===== src/rtl/spike_packetizer.sv =====
// Turns per-neuron fire pulses into destination packets streamed as flits, LS flit first; spike-to-flit0 is 2 edges.
// router_full stalls the flit stream in place; spikes arriving meanwhile accumulate in the pending register.
module spike_packetizer #(
  parameter int packet_size          = 32,
  parameter int flit_size            = 4,
  parameter int x_address_length     = 8,
  parameter int y_address_length     = 8,
  parameter int AXON_CNT_BIT_WIDTH   = 1,
  parameter int NUM_NEURONS          = 4,
  parameter int NEURON_CNT_BIT_WIDTH = 2
) (
  input  logic                                                             neuron_clk,
  input  logic                                                             rst_n,
  input  logic [NUM_NEURONS-1:0]                                           spike_in,
  input  logic                                                             cfg_we,
  input  logic [NEURON_CNT_BIT_WIDTH-1:0]                                  cfg_addr,
  input  logic [x_address_length+y_address_length+AXON_CNT_BIT_WIDTH-1:0] cfg_data,
  input  logic                                                             router_full,
  output logic [flit_size-1:0]                                             flit_out,
  output logic                                                             flit_valid,
  output logic                                                             busy
);

  localparam int FLITS   = packet_size / flit_size;
  localparam int ENTRY_W = x_address_length + y_address_length + AXON_CNT_BIT_WIDTH;
  localparam int CNT_W   = (FLITS > 1) ? $clog2(FLITS) : 1;

  typedef enum logic {IDLE, SEND} state_t;

  state_t                          state_q, state_d;
  logic [NUM_NEURONS-1:0]          pending_q, pending_d, clear;
  logic [packet_size-1:0]          shift_q, shift_d;
  logic [CNT_W-1:0]                cnt_q, cnt_d;
  logic [NEURON_CNT_BIT_WIDTH-1:0] last_q, last_d, sel_idx, cand;
  logic                            sel_found;
  logic [ENTRY_W-1:0]              table_q [NUM_NEURONS];

  // Round-robin search begins one past the neuron served most recently.
  always_comb begin
    sel_found = 1'b0;
    sel_idx   = last_q;
    cand      = last_q;
    for (int k = 1; k <= NUM_NEURONS; k++) begin
      cand = NEURON_CNT_BIT_WIDTH'((int'(last_q) + k) % NUM_NEURONS);
      if (!sel_found && pending_q[cand]) begin
        sel_found = 1'b1;
        sel_idx   = cand;
      end
    end
  end

  assign flit_valid = (state_q == SEND) && !router_full;
  assign flit_out   = shift_q[flit_size-1:0];
  assign busy       = (state_q == SEND) || (|pending_q);

  always_comb begin
    state_d = state_q;
    shift_d = shift_q;
    cnt_d   = cnt_q;
    last_d  = last_q;
    clear   = '0;
    case (state_q)
      IDLE: begin
        if (sel_found) begin
          shift_d        = packet_size'(table_q[sel_idx]);
          cnt_d          = '0;
          last_d         = sel_idx;
          clear[sel_idx] = 1'b1;
          state_d        = SEND;
        end
      end
      SEND: begin
        if (flit_valid) begin
          shift_d = shift_q >> flit_size;
          if (cnt_q == CNT_W'(FLITS - 1)) begin
            cnt_d   = '0;
            state_d = IDLE;
          end else begin
            cnt_d = cnt_q + 1'b1;
          end
        end
      end
      default: state_d = IDLE;
    endcase
    // A spike landing on the clearing edge re-arms the bit for another packet.
    pending_d = (pending_q & ~clear) | spike_in;
  end

  always_ff @(posedge neuron_clk or negedge rst_n) begin
    if (!rst_n) begin
      state_q   <= IDLE;
      pending_q <= '0;
      shift_q   <= '0;
      cnt_q     <= '0;
      last_q    <= NEURON_CNT_BIT_WIDTH'(NUM_NEURONS - 1);
      for (int i = 0; i < NUM_NEURONS; i++) table_q[i] <= '0;
    end else begin
      state_q   <= state_d;
      pending_q <= pending_d;
      shift_q   <= shift_d;
      cnt_q     <= cnt_d;
      last_q    <= last_d;
      for (int i = 0; i < NUM_NEURONS; i++) begin
        if (cfg_we && cfg_addr == NEURON_CNT_BIT_WIDTH'(i)) table_q[i] <= cfg_data;
      end
    end
  end

endmodule


===== config.mk =====
export PLATFORM = sky130hd
export DESIGN_NAME = spike_packetizer
export DESIGN_NICKNAME = d
export VERILOG_FILES = /design/src/rtl/spike_packetizer.sv
export SDC_FILE = /design/constraint.sdc
export NUM_CORES = 1
export LEC_CHECK = 0
export CORE_MARGIN = 2
export CORE_UTILIZATION = 53
export CTS_CLUSTER_DIAMETER = 60
export CTS_CLUSTER_SIZE = 10
export DETAILED_ROUTE_END_ITERATION = 10
export PLACE_DENSITY = 0.81
export SETUP_SLACK_MARGIN = 0.05
export SLEW_MARGIN = 20
export SYNTH_ARGS = -nofsm -noshare
export SYNTH_HDL_FRONTEND = slang
export SYNTH_SLANG_ARGS = --single-unit

===== constraint.sdc =====
create_clock -name neuron_clk -period 1.9 [get_ports neuron_clk]
set_clock_uncertainty 0.1 [all_clocks]
set_input_delay 0.38 -clock neuron_clk [delete_from_list [all_inputs] [get_ports neuron_clk]]
set_output_delay 0.38 -clock neuron_clk [all_outputs]
set_load 0.05 [all_outputs]

==> Word level (Yosys, flattened, before mapping) <==
Index checks and enable logic that the tools add are counted.
{ "word_totals": {"ff_bits": 110, "in_bits": 27, "output_inout_bits": 6, "word_cells": 84} }
{ "classes": {"addsub": 5, "order_cmp": 7, "eq_ne": 6, "n_mux": 34, "bitwise_logic": 5, "reduce_logical": 18} }
{ "ops": {"columns": ["cell", "count"], "rows": [
  ["2-to-1 mux 32 bit", 2],
  ["case mux 32 bit (2 select lines)", 1],
  ["binary-select mux 17 bit (select 2 bit)", 1],
  ["2-to-1 mux 17 bit", 2],
  ["< comparator 2 x 3 -> 1 bit, second input constant", 5],
  ["2-to-1 mux 1 bit", 12],
  ["logical AND 1 bit", 9],
  ["2-to-1 mux 3 bit", 3],
  ["binary-select mux 1 bit (select 2 bit)", 4],
  ["2-to-1 mux 2 bit", 4],
  ["2-to-1 mux 4 bit", 2],
  ["case mux 3 bit (2 select lines)", 1],
  ["adder 2 x 1 -> 2 bit, second input constant", 2],
  ["adder 2 bit, second input constant", 2],
  ["AND 4 bit", 1],
  ["== test 2 bit, second input constant", 2],
  ["logical NOT 1 bit", 4],
  ["inequality test 2 bit, second input constant", 2],
  ["NOT 4 bit", 1],
  ["bitwise OR 4 bit", 1],
  ["AND reduction 2 bit", 2],
  ["OR reduction 4 bit", 1],
  ["adder 3 x 1 -> 3 bit, second input constant", 1],
  ["== test 3 bit, second input constant", 1],
  ["9 further kinds", 9]
]} }

==> Logic depth before layout (Yosys ltp) <==
Gate-level depths: netlist of the first run.
{ "logic_depth": {"word_depth": 22, "mapped_depth": 7, "depth_no_buf": 5} }

==> Least setup slack after synthesis of the first run <==
OpenSTA, ideal clock, no wires.
{ "synth_timing": {"kind": "reg-to-reg", "startpoint": "register pending_q[3]", "endpoint": "register cnt_q[0]", "setup_time_ns": 0.065, "arrival_ns": 1.904, "required_time_ns": 1.735, "setup_slack_ns": -0.168, "path_stages_with_launch": 6, "synth_period_minus_slack_ns": 2.068, "path_cell_list": "dfrtp_1 nor4_4 clkbuf_1 nand2_1 nand2_1 mux2_2"} }
{ "synth_between": {"elab_chain_cells": 14, "elab_cells_between_ends": 20, "cone_classes": "1 x eq/ne; 12 x mux; 7 x reduce/logical"} }
{ "synth_rtl": {"columns": ["item", "line", "rtl"], "rows": [
  ["from (decl)", "31", "logic [NUM_NEURONS-1:0] pending_q, pending_d, clear;"],
  ["from (signal assigned)", "99", "pending_q <= pending_d;"],
  ["binary-select mux 1 bit (select 2 bit)", "45", "if (!sel_found && pending_q[cand]) begin"],
  ["2-to-1 mux 1 bit (implied by the code)", "45", null],
  ["2-to-1 mux 1 bit", "45", null],
  ["logical NOT 1 bit", "45", null],
  ["logical AND 1 bit", "45", null],
  ["2-to-1 mux 1 bit", "45", null],
  ["logical NOT 1 bit", "45", null],
  ["logical AND 1 bit", "45", null],
  ["2-to-1 mux 1 bit", "45", null],
  ["logical NOT 1 bit", "45", null],
  ["logical AND 1 bit", "45", null],
  ["2-to-1 mux 1 bit (*)", "45", null],
  ["inequality test 2 bit (no line) (*)", null, null],
  ["AND reduction 2 bit (no line) (*)", null, null],
  ["to (signal assigned)", "101", "cnt_q <= cnt_d;"],
  ["to (decl)", "33", "logic [CNT_W-1:0] cnt_q, cnt_d;"]
]} }
Every way passes the cells marked *; elsewhere a longest branch is shown, timed or not. The select of a mux whose other input is x is not followed.
A chain may end at the register's enable or synchronous reset.

==> Worst setup path after layout of the first run <==
{ "layout_timing": {"startpoint": "register last_q[0]", "endpoint": "register shift_q[1]"} }
{ "layout_between": {"elab_chain_cells": 19, "elab_cells_between_ends": 34, "cone_classes": "4 x add/sub; 1 x eq/ne; 21 x mux; 1 x bitwise; 7 x reduce/logical"} }
{ "layout_rtl": {"columns": ["item", "line", "rtl"], "rows": [
  ["from (decl)", "34", "logic [NEURON_CNT_BIT_WIDTH-1:0] last_q, last_d, sel_idx, cand;"],
  ["from (signal assigned)", "95", "last_q <= NEURON_CNT_BIT_WIDTH'(NUM_NEURONS - 1);"],
  ["from (signal assigned)", "102", "last_q <= last_d;"],
  ["adder 2 x 1 -> 2 bit", "44", "cand = NEURON_CNT_BIT_WIDTH'((int'(last_q) + k) % NUM_NEURONS);"],
  ["binary-select mux 1 bit (select 2 bit)", "45", null],
  ["2-to-1 mux 1 bit (implied by the code)", "45", null],
  ["2-to-1 mux 1 bit", "45", null],
  ["logical NOT 1 bit", "45", null],
  ["logical AND 1 bit", "45", null],
  ["2-to-1 mux 1 bit", "45", null],
  ["logical NOT 1 bit", "45", null],
  ["[2 not listed]", null, null],
  ["logical NOT 1 bit", "45", null],
  ["logical AND 1 bit", "45", null],
  ["2-to-1 mux 2 bit", "45", null],
  ["NOT 2 -> 3 bit (implied by the code)", "65", "shift_d = packet_size'(table_q[sel_idx]);"],
  ["binary-select mux 17 bit (select 2 bit)", "65", null],
  ["2-to-1 mux 17 bit (implied by the code) (2 in a row)", "65", null],
  ["2-to-1 mux 32 bit", "64", "if (sel_found) begin"],
  ["case mux 32 bit (2 select lines)", "62", "case (state_q)"],
  ["to (signal assigned)", "100", "shift_q <= shift_d;"],
  ["to (decl)", "32", "logic [packet_size-1:0] shift_q, shift_d;"]
]} }
Several ways; a longest one is shown, not always the timed one. The select of a mux whose other input is x is not followed.

==> impl_metrics.csv, run 1 <==
group,metric,value,unit
outcome,status,"finished with violations",
outcome,failed_checks,"setup timing",
clocking,cts-root-buf,"clkbuf_8",
floorplan,die_w,96.69,um
drt,wl_per_cell,21.49,um
placement,portBuffers,32,
cells_and_area,diodes,0,
timing,hold_violations,0,
worst_setup_path,cp.arrival,2.28,ns
drt,viasPerCell,6.155,
floorplan,die_y,96.69,um
grt,grt_antenna_before_repair,0,
drt,firstDrtPassIters,4,
clocking,insertion_delay,0.37,ns
grt,first_global_vias,3532,
synth,synthTopCellsByArea,"dfrtp_1 (51%), mux2_2 (17%), a2111oi_2 (3.3%), a311oi_2 (3.3%), nand2_1 (3.2%)",
hold_path,hp-class,"input pin to asynchronous set/reset pin",
cells_and_area,area_delta_synth_final,31.71,%
drt,vias,3330,
floorplan,ios,33,
timing,relSlewSlack,0.6646,
cells_and_area,fin_nets,460,
worst_setup_path,r2r_slack,-0.21,ns
clocking,clockBufferDepth,2,
placement,place_congestion,0.8652,
power,peakVddDrop,0.5643,mV
grt,grt_max_degree,38,
timing,worst_pin_slew,0.5030,ns
worst_setup_path,slowest_delay,0.60,ns
worst_setup_path,path_cells,"o21ai_0 > a21boi_1 > o31a_1 > clkbuf_16 > buf_4 > a2111oi_4 > a311oi_2",
worst_setup_path,worst_setup_path_start_kind,"flip-flop",
floorplan,rows,33,
synth,yosys.area.top_type,"dfrtp_1",
timing,rsz0062_at_grt,"yes",
timing,drv_slew,0,
placement,dp_hpwl,7036,um
flow_run,maxCapViolCount,0,
worst_setup_path,cpMaxStageDelayCell,"dfstp_2",
timing,setup_violations,22,
timing,fin_crit,2.111,ns
synth,ys_seq_area_frac,0.5227,
power,power.leakage,2.641,nW
clocking,clkSinkCount,95,
synth,synth_nets,386,
grt,grt_util_all_layers,0.2428,
synth,synth-main-ff-cell,"dfrtp_1",
worst_setup_path,required,2.07,ns
power,total_power,7.168,mW
clocking,clkTransAtPathRegs,0.10,ns
clocking,htree_levels,3,
clocking,cts_tree,"done",
timing,fin_ws,-0.2111,ns
worst_setup_path,critical_path_class,"flip-flop to flip-flop",
timing,period_share,1.111,
synth,ys_warn_count,0,
grt,grt_pass1_wl,18200,um
grt,grt_overflow,0,
synth,ys_async_sr_fraction,1.000,
drt,drt_first_iter_violations,224,
clocking,cts-buffers-inserted,9,
cells_and_area,post-route-util,0.7262,
power,p_per_area,1195,nW/um^2
worst_setup_path,crit_fanout,6,
floorplan,die_area,9348,um^2
worst_setup_path,endpoint_kind,"flip-flop",
synth,synth_top_area_share,0.5111,
synth,synth_area,4553,um^2
drt,ant_nets,0,
synth,synth_cells,357,
synth,ys_ff_latch,95,
synth,synth_edf_count,0,
drt,drt-total-wl,11620,um
timing,fmax,0.4737,GHz
cells_and_area,drive_gt1_frac,0.4633,
floorplan,initial_utilization,0.5514,
synth,netlist-cell-type-count,40,
synth,syn_area_per_cell,12.75,um^2
floorplan,core,8258,um^2
drt,drc_errors,0,
[worst max-delay path: cells and delay by family (launching register included)]
family | cells | cell delay (ns)
buf+inv | 2 | 0.35
flops | 1 | 0.60
compound gates | 5 | 0.95
[flip-flops by register name, summed over array words and instances (netlist names)]
name	cells
table_q	68
state_q	1
pending_q	4
last_q	2
cnt_q	3
shift_q	17
[logic make-up (layout without fill, tap and decap cells)]
group	Yosys count	after routing	synth area share
AO/OA/AOI/OAI	86	86	0.1734
AND/OR/NAND/NOR	73	73	0.07914
multiplexers	78	78	0.1904
adder cells (fa/ha/maj)	2	2	0.005495
flip-flops	95	95	0.5227
buffers and inverters	23	102	0.02885
[power by group]
group | internal, mW | switching, mW
Combinational | 1.56 | 1.57
Clock | 0.472 | 0.704
Sequential | 2.50 | 0.362
Total | 4.53 | 2.64
[metal layers]
layer,global-route usage,part of all wire,vias to the layer above
met2,0.4145,0.52,104
met5,0,0,-
met4,0.09101,0.023,0
met1,0.3145,0.41,1714
met3,0.03685,0.045,26
li1,-,-,1486
[area by class of cell]
class                   instances  area (um^2)
fillers                       502         2261
clock buffers                  12        135.1
inverters                       1        5.005
multi-input cells             239         2369
well taps                     105        131.4
repair buffers                 85        952.2
flip-flops and latches         95         2382
clock inverters                 4        22.52
[final timing paths]
kind	start	end	cells past startpoint
max	last_q[0]	shift_q[1]	7
max in group asynchronous	rst_n	table_q[24]	3
min reg2reg	table_q[15]	table_q[15]	1
max reg2reg	last_q[0]	shift_q[1]	7
min	rst_n	table_q[35]	2
min in group neuron_clk	table_q[15]	table_q[15]	1
[per-stage QoR]
stage	setup TNS, ns	setup slack [ns]	std cells	instance area (um^2)	hold WS [ns]
2_1_floorplan	0	0.03350	357	4561	-0.01559
3_3_place_gp	-0.7551	-0.07383	509	5294	0.2731
3_5_place_dp	-1.404	-0.1593	509	5294	0.2855
4_1_cts	-1.730	-0.1347	534	5694	0.4040
5_1_grt	-4.964	-0.2844	541	5997	0.4356
6_report	-3.374	-0.2111	541	5997	0.4046
[Yosys cell counts, types with 9 or more instances]
library cell,number
clkbuf_1,9
mux2_2,69
nand2_1,39
a21oi_1,15
nor2_1,16
dfrtp_1,93
buf_4,9
a311oi_2,10
a2111oi_2,10
mux2i_1,9
o21ai_0,15
o211a_1,13
[what timing repair did]
item,CTS,global route
setup buffers,6,7
hold buffers,1,0
gates cloned,2,0
setup endpoints to repair,21,24
hold endpoints to repair,32,0
pin swaps,9,19
resized for setup,23,54
[cells in the final DEF (no fill, tap or decap), types with 3 or more instances in the layout]
cell type,netlist,layout
dfrtp_1,93,91
nor2_1,16,15
nand2_2,0,3
clkinv_2,0,4
clkbuf_1,9,3
nand2b_1,5,4
o211a_1,13,13
a21oi_2,0,7
mux2_2,69,69
buf_12,0,13
a21oi_1,15,7
o21ai_0,15,5
nand2_1,39,34
o21ai_1,0,10
a311oi_2,10,11
mux2i_1,9,6
clkdlybuf4s50_1,0,25
a2111oi_4,0,13
o221ai_1,4,3
buf_4,9,31
buf_6,1,13
clkbuf_8,0,9
Power figures use the tool's default switching activity.
==> inputs of run 2 (changes only) <==
--- a/config.mk
+++ b/config.mk
@@ -10,7 +10,7 @@
 export CTS_CLUSTER_DIAMETER = 60
 export CTS_CLUSTER_SIZE = 10
 export DETAILED_ROUTE_END_ITERATION = 10
-export PLACE_DENSITY = 0.81
+export PLACE_DENSITY_LB_ADDON = 0.3
 export SETUP_SLACK_MARGIN = 0.05
 export SLEW_MARGIN = 20
 export SYNTH_ARGS = -nofsm -noshare
==> run 2 against run 1 <==
The flow still finishes with violations (setup timing). Hold slack got worse by 0.0015 ns. Global-route usage decreased by 0.15 points. Worst setup slack better by 0.073 ns. Highest routed layer unchanged.
==> impl_metrics.csv, run 2 (synthesis results as in run 1) <==
group,metric,value,unit
placement,placement.cell_area,5266,um^2
clocking,cts_tree,"done",
timing,worst_pin_slew,0.5084,ns
timing,relSlewSlack,0.6611,
drt,viasPerCell,6.113,
timing,fin_crit,2.038,ns
clocking,clkTransAtPathRegs,0.10,ns
worst_setup_path,crit_fanout,15,
floorplan,ios,33,
worst_setup_path,cp.depth,8,
worst_setup_path,cp_common_cell,"buf_6",
floorplan,rows,33,
worst_setup_path,critical_path_class,"flip-flop to flip-flop",
cells_and_area,post-route-util,0.7038,
worst_setup_path,cp_top_family,"buffers and inverters",
floorplan,die_y,96.69,um
cells_and_area,reg_top3,"table_q (68), shift_q (17), pending_q (4)",
grt,grt_antenna_before_repair,0,
power,peakVddDrop,0.6830,mV
timing,setup_violations,22,
flow_run,maxCapViolCount,0,
placement,place_congestion,0.8168,
worst_setup_path,cp-startpoint,"pending_q[1]",
floorplan,die_area,9348,um^2
drt,drt-total-wl,10900,um
drt,ant_nets,0,
worst_setup_path,path_cells,"buf_6 > nor4_4 > buf_6 > buf_4 > o21ai_0 > nand2_1 > a2111oi_4 > a311oi_2",
timing,rsz0062_at_grt,"yes",
clocking,cts-buffers-inserted,9,
grt,grt_util_all_layers,0.2414,
worst_setup_path,cpMaxStageDelayCell,"dfrtp_1",
drt,drt_first_iter_violations,168,
timing,hold_violations,0,
worst_setup_path,worst_setup_path_start_kind,"flip-flop",
timing,fin_ws,-0.1380,ns
drt,wl_per_cell,20.49,um
worst_setup_path,r2r_start,"pending_q[1]",
worst_setup_path,crit_end,"shift_q[1]",
clocking,insertion_delay,0.37,ns
hold_path,hold_path_depth,2,
placement,portBuffers,32,
cells_and_area,diodes,0,
worst_setup_path,endpoint_kind,"flip-flop",
drt,drc_errors,0,
worst_setup_path,r2r_slack,-0.14,ns
worst_setup_path,worst-path-buf-inv,3,
placement,dp.cells,507,
placement,pre_cts_ws,-0.1462,ns
power,p_per_area,1184,nW/um^2
cells_and_area,final_cell_area,5812,um^2
cells_and_area,largest_reg_flops,68,
grt,grt_max_degree,96,
cells_and_area,final_cells,532,
clocking,clkSinkCount,95,
grt,grt_pass1_wl,18060,um
worst_setup_path,required,2.07,ns
hold_path,hold_start,"shift_q[13]",
floorplan,initial_utilization,0.5514,
drt,firstDrtPassIters,4,
cells_and_area,area_delta_synth_final,27.64,%
grt,grt_overflow,0,
drt,vias,3252,
hold_path,hp-class,"flip-flop to flip-flop",
worst_setup_path,cp.arrival,2.21,ns
timing,drv_slew,0,
power,power.leakage,2.575,nW
timing,period_share,1.073,
grt,first_global_vias,3500,
floorplan,die_w,96.69,um
outcome,status,"finished with violations",
worst_setup_path,rr_worst_depth,8,
cells_and_area,mostFrequentLayoutCells,"dfrtp_1 (91), mux2_2 (69), nand2_1 (36)",
clocking,cts-root-buf,"clkbuf_8",
cells_and_area,final_common_cell,"dfrtp_1",
cells_and_area,drive_gt1_frac,0.4333,
clocking,htree_levels,3,
power,total_power,6.881,mW
clocking,clockBufferDepth,2,
floorplan,core,8258,um^2
timing,fmax,0.4907,GHz
cells_and_area,fin_nets,451,
cells_and_area,nFillCells,579,
outcome,failed_checks,"setup timing",
timing,whs,0.4032,ns
timing,tns,-1.493,ns
placement,dp_hpwl,6847,um
worst_setup_path,slowest_delay,0.42,ns
worst_setup_path,worst_r2r_endpoint,"shift_q[1]",
cells_and_area,regMostFlops,"table_q",
-- run 2: worst min path at each step --
| stage | endpoint | slack (ns) |
|---|---|---|
| 2_1_floorplan | cnt_q[0] | -0.02 |
| 3_3_place_gp | pending_q[2] | 0.37 |
| 3_5_place_dp | table_q[52] | 0.37 |
| 4_1_cts | shift_q[13] | 0.40 |
| 5_1_grt | table_q[50] | 0.42 |
| 6_report | shift_q[13] | 0.40 |
-- run 2: tightest hold or removal path: stages (launching register included) --
cell and delay, ns:
dfrtp_1 0.36, nand2_1 0.05, o221ai_1 0.06
-- run 2: report_power, final --
part | switching, mW | internal (mW)
Sequential | 0.331 | 2.50
Combinational | 1.45 | 1.27
Clock | 0.723 | 0.610
-- run 2: repair_timing --
action	CTS	global route
buffers inserted	8	0
pin swaps	17	1
hold buffers	1	0
resized for setup	44	8
setup endpoints to repair	21	23
endpoints found under the hold margin	93	0
-- run 2: layout make-up --
type	instances	area [um^2]	share of cell area
clock buffer	9	123.9	0.02131
sequential	95	2382	0.4099
inverter	1	3.754	0.0006459
multi-input combinational	239	2272	0.3910
timing repair buffer	76	825.8	0.1421
clock inverter	7	72.57	0.01249
tap	105	131.4	0.02260
-- run 2: layer usage --
metal | vias up | part of all wire | track usage | routed length [um]
met2 | 83 | 0.52 | 0.4071 | 5666
met3 | 19 | 0.043 | 0.05419 | 465
met5 | - | 0 | 0 | 0
met4 | 0 | 0.017 | 0.06501 | 185
met1 | 1689 | 0.42 | 0.3162 | 4585
li1 | 1461 | - | - | -
==> inputs of run 3 (changes only) <==
==> constraint.sdc (replaced) <==
create_clock -name neuron_clk -period 1.9 [get_ports neuron_clk]
set_clock_uncertainty 0.1 [all_clocks]
set_input_delay 0.38 -clock neuron_clk [delete_from_list [all_inputs] [get_ports neuron_clk]]
set_output_delay 0.38 -clock neuron_clk [all_outputs]
set_load 0.1 [all_outputs]
==> run 3 against run 2 <==
The run still ends with setup timing left. Register-to-register slack got worse by 0.04 ns. Hold slack got worse by 0.028 ns. Maximum frequency fell by 1.9%. Highest routed layer unchanged. Critical path depth fell by 1. Cell area rose by 4.8%. Die area did not move. Clock power rose by 14%. Worst setup slack got worse by 0.040 ns. Cell count rose by 2.1%. Global-route usage rose by 1.1 points.
==> impl_metrics.csv, run 3 (synthesis results as in run 1) <==
group,metric,value,unit
outcome,status,"finished with violations",
outcome,failed_checks,"setup timing",
drt,drt-total-wl,11630,um
grt,use_met2,0.4247,
power,swShare,0.3727,
worst_setup_path,worst_setup_path_start_kind,"flip-flop",
grt,top_usage_layer,"met2",
worst_setup_path,cpMaxStageDelayCell,"dfstp_2",
timing,rsz0062_at_grt,"yes",
placement,dp_hpwl,6949,um
clocking,cts_tree,"done",
floorplan,core,8258,um^2
cells_and_area,reg_top3,"table_q (68), shift_q (17), pending_q (4)",
timing,hold_violations,0,
power,seqPwrFrac,0.376,
grt,grt_overflow,0,
clocking,htree_levels,3,
timing,worst_pin_slew,0.4299,ns
worst_setup_path,r2r_slack,-0.18,ns
cells_and_area,drive_gt1_frac,0.4795,
power,combPwrFrac,0.426,
cells_and_area,diodes,0,
floorplan,rows,33,
floorplan,die_area,9348,um^2
power,clock_power_share,0.198,
worst_setup_path,required,2.03,ns
timing,tns,-1.751,ns
cells_and_area,fin_nets,462,
power,power.internal,4.795,mW
floorplan,ios,33,
clocking,cts-buffers-inserted,9,
worst_setup_path,worst-path-buf-inv,2,
flow_run,maxCapViolCount,0,
grt,met1_usage,0.3105,
worst_setup_path,endpoint_kind,"flip-flop",
drt,viasPerCell,6.227,
cells_and_area,final_common_cell,"dfrtp_1",
grt,grt_util_met3,0.05925,
worst_setup_path,worst_r2r_endpoint,"shift_q[1]",
timing,fin_ws,-0.1778,ns
clocking,clockBufferDepth,2,
worst_setup_path,critical_path_class,"flip-flop to flip-flop",
cells_and_area,regMostFlops,"table_q",
clocking,insertion_delay,0.37,ns
drt,ant_nets,0,
clocking,clkSinkCount,95,
power,peakVddDrop,0.6299,mV
timing,fin_crit,2.078,ns
clocking,clkTransAtPathRegs,0.09,ns
worst_setup_path,crit_fanout,8,
timing,relSlewSlack,0.7122,
drt,vias,3381,
power,total_power,7.645,mW
worst_setup_path,cp_top_family,"compound AO/OA/AOI/OAI gates",
grt,grt_pass1_wl,18420,um
worst_setup_path,slowest_delay,0.60,ns
power,power.leakage,2.663,nW
grt,grt_util_all_layers,0.2526,
timing,setup_violations,18,
worst_setup_path,r2r_start,"last_q[1]",
power,p_sw,2.849,mW
grt,grt_max_degree,45,
timing,fmax,0.4813,GHz
cells_and_area,area_delta_synth_final,33.83,%
grt,grt_antenna_before_repair,0,
power,p_per_area,1255,nW/um^2
cells_and_area,largest_reg_flops,68,
floorplan,die_y,96.69,um
placement,place_congestion,0.7916,
placement,portBuffers,32,
cells_and_area,mostFrequentLayoutCells,"dfrtp_1 (91), mux2_2 (69), nand2_1 (34), buf_4 (34), clkdlybuf4s50_1 (25)",
grt,first_global_vias,3569,
floorplan,initial_utilization,0.5514,
floorplan,die_w,96.69,um
worst_setup_path,rr_worst_depth,7,
drt,drt_first_iter_violations,197,
timing,drv_slew,0,
drt,wl_per_cell,21.42,um
hold_path,hp-class,"input pin to asynchronous set/reset pin",
drt,drc_errors,0,
timing,period_share,1.094,
worst_setup_path,path_cells,"mux2i_1 > a21o_4 > buf_12 > or2_4 > buf_6 > a21oi_1 > a311oi_2",
drt,firstDrtPassIters,4,
clocking,cts-root-buf,"clkbuf_8",
worst_setup_path,cp.arrival,2.20,ns
run 3: cell count changes in the layout (fill, tap and decap cells not counted), moves of 6 or more:
cell,before,now
a21oi_2,3,9
buf_4,25,34
buf_12,11,18
buf_6,14,7
a21oi_1,12,6
run 3: area by class of cell:
cell class,instances,area [um^2]
clock inverter,7,103.9
tap,105,131.4
fill,527,2165
clock buffer,9,123.9
sequential,95,2382
timing repair buffer,87,997.2
multi-input combinational,239,2350
inverter,1,5.005
run 3: metal layers:
layer  routed length, um  part of all wire
met5                   0                 0
met4                 294             0.025
met3                 592             0.051
met2                6041              0.52
met1                4702              0.40
run 3: what timing repair did:
| action | 4_1_cts | 5_1_grt |
|---|---|---|
| resized for setup | 48 | 16 |
| setup buffers | 12 | 3 |
| hold endpoints to repair | 27 | 0 |
| setup endpoints to repair | 22 | 23 |
| pin swaps | 23 | 9 |
| cloned | 1 | 0 |
| hold buffers | 1 | 0 |
run 3: how the worst max path moves through the flow:
stage / start / to / slack [ns] / cells after the start
2_1_floorplan: pending_q[0] / shift_q[4] / 0.03 / 6
3_3_place_gp: router_full / shift_q[2] / -0.07 / 7
3_5_place_dp: router_full / shift_q[7] / -0.12 / 7
4_1_cts: pending_q[1] / busy / -0.15 / 5
5_1_grt: pending_q[1] / shift_q[1] / -0.25 / 8
6_report: last_q[1] / shift_q[1] / -0.18 / 7
run 3: per-stage QoR:
stage	setup slack, ns	instance area [um^2]	utilization	hold WS [ns]	std cells
after floorplan	0.03180	4587	-	-0.01559	357
after global placement	-0.07136	5396	0.6535	0.2312	511
after detailed placement	-0.1191	5396	0.6535	0.2384	511
after CTS	-0.1485	5998	0.7264	0.3857	540
after global routing	-0.2508	6093	0.7379	0.4160	543
final	-0.1778	6093	0.7379	0.3755	543
run 3: power groups by stage:
stage | registers, mW | clock network, mW | logic (mW)
after floorplan | 2.73 | 0 | 1.84
after global placement | 2.83 | 0 | 2.62
after detailed placement | 2.85 | 0 | 2.71
after CTS | 2.84 | 1.52 | 3.06
after global routing | 2.92 | 1.62 | 3.43
final | 2.88 | 1.51 | 3.26
run 3: worst reg2reg max path, cell delays in order, from the launching register on:
cell and delay [ns]:
dfstp_2 0.60, mux2i_1 0.10, a21o_4 0.23, buf_12 0.14, or2_4 0.24, buf_6 0.15, a21oi_1 0.23, a311oi_2 0.15
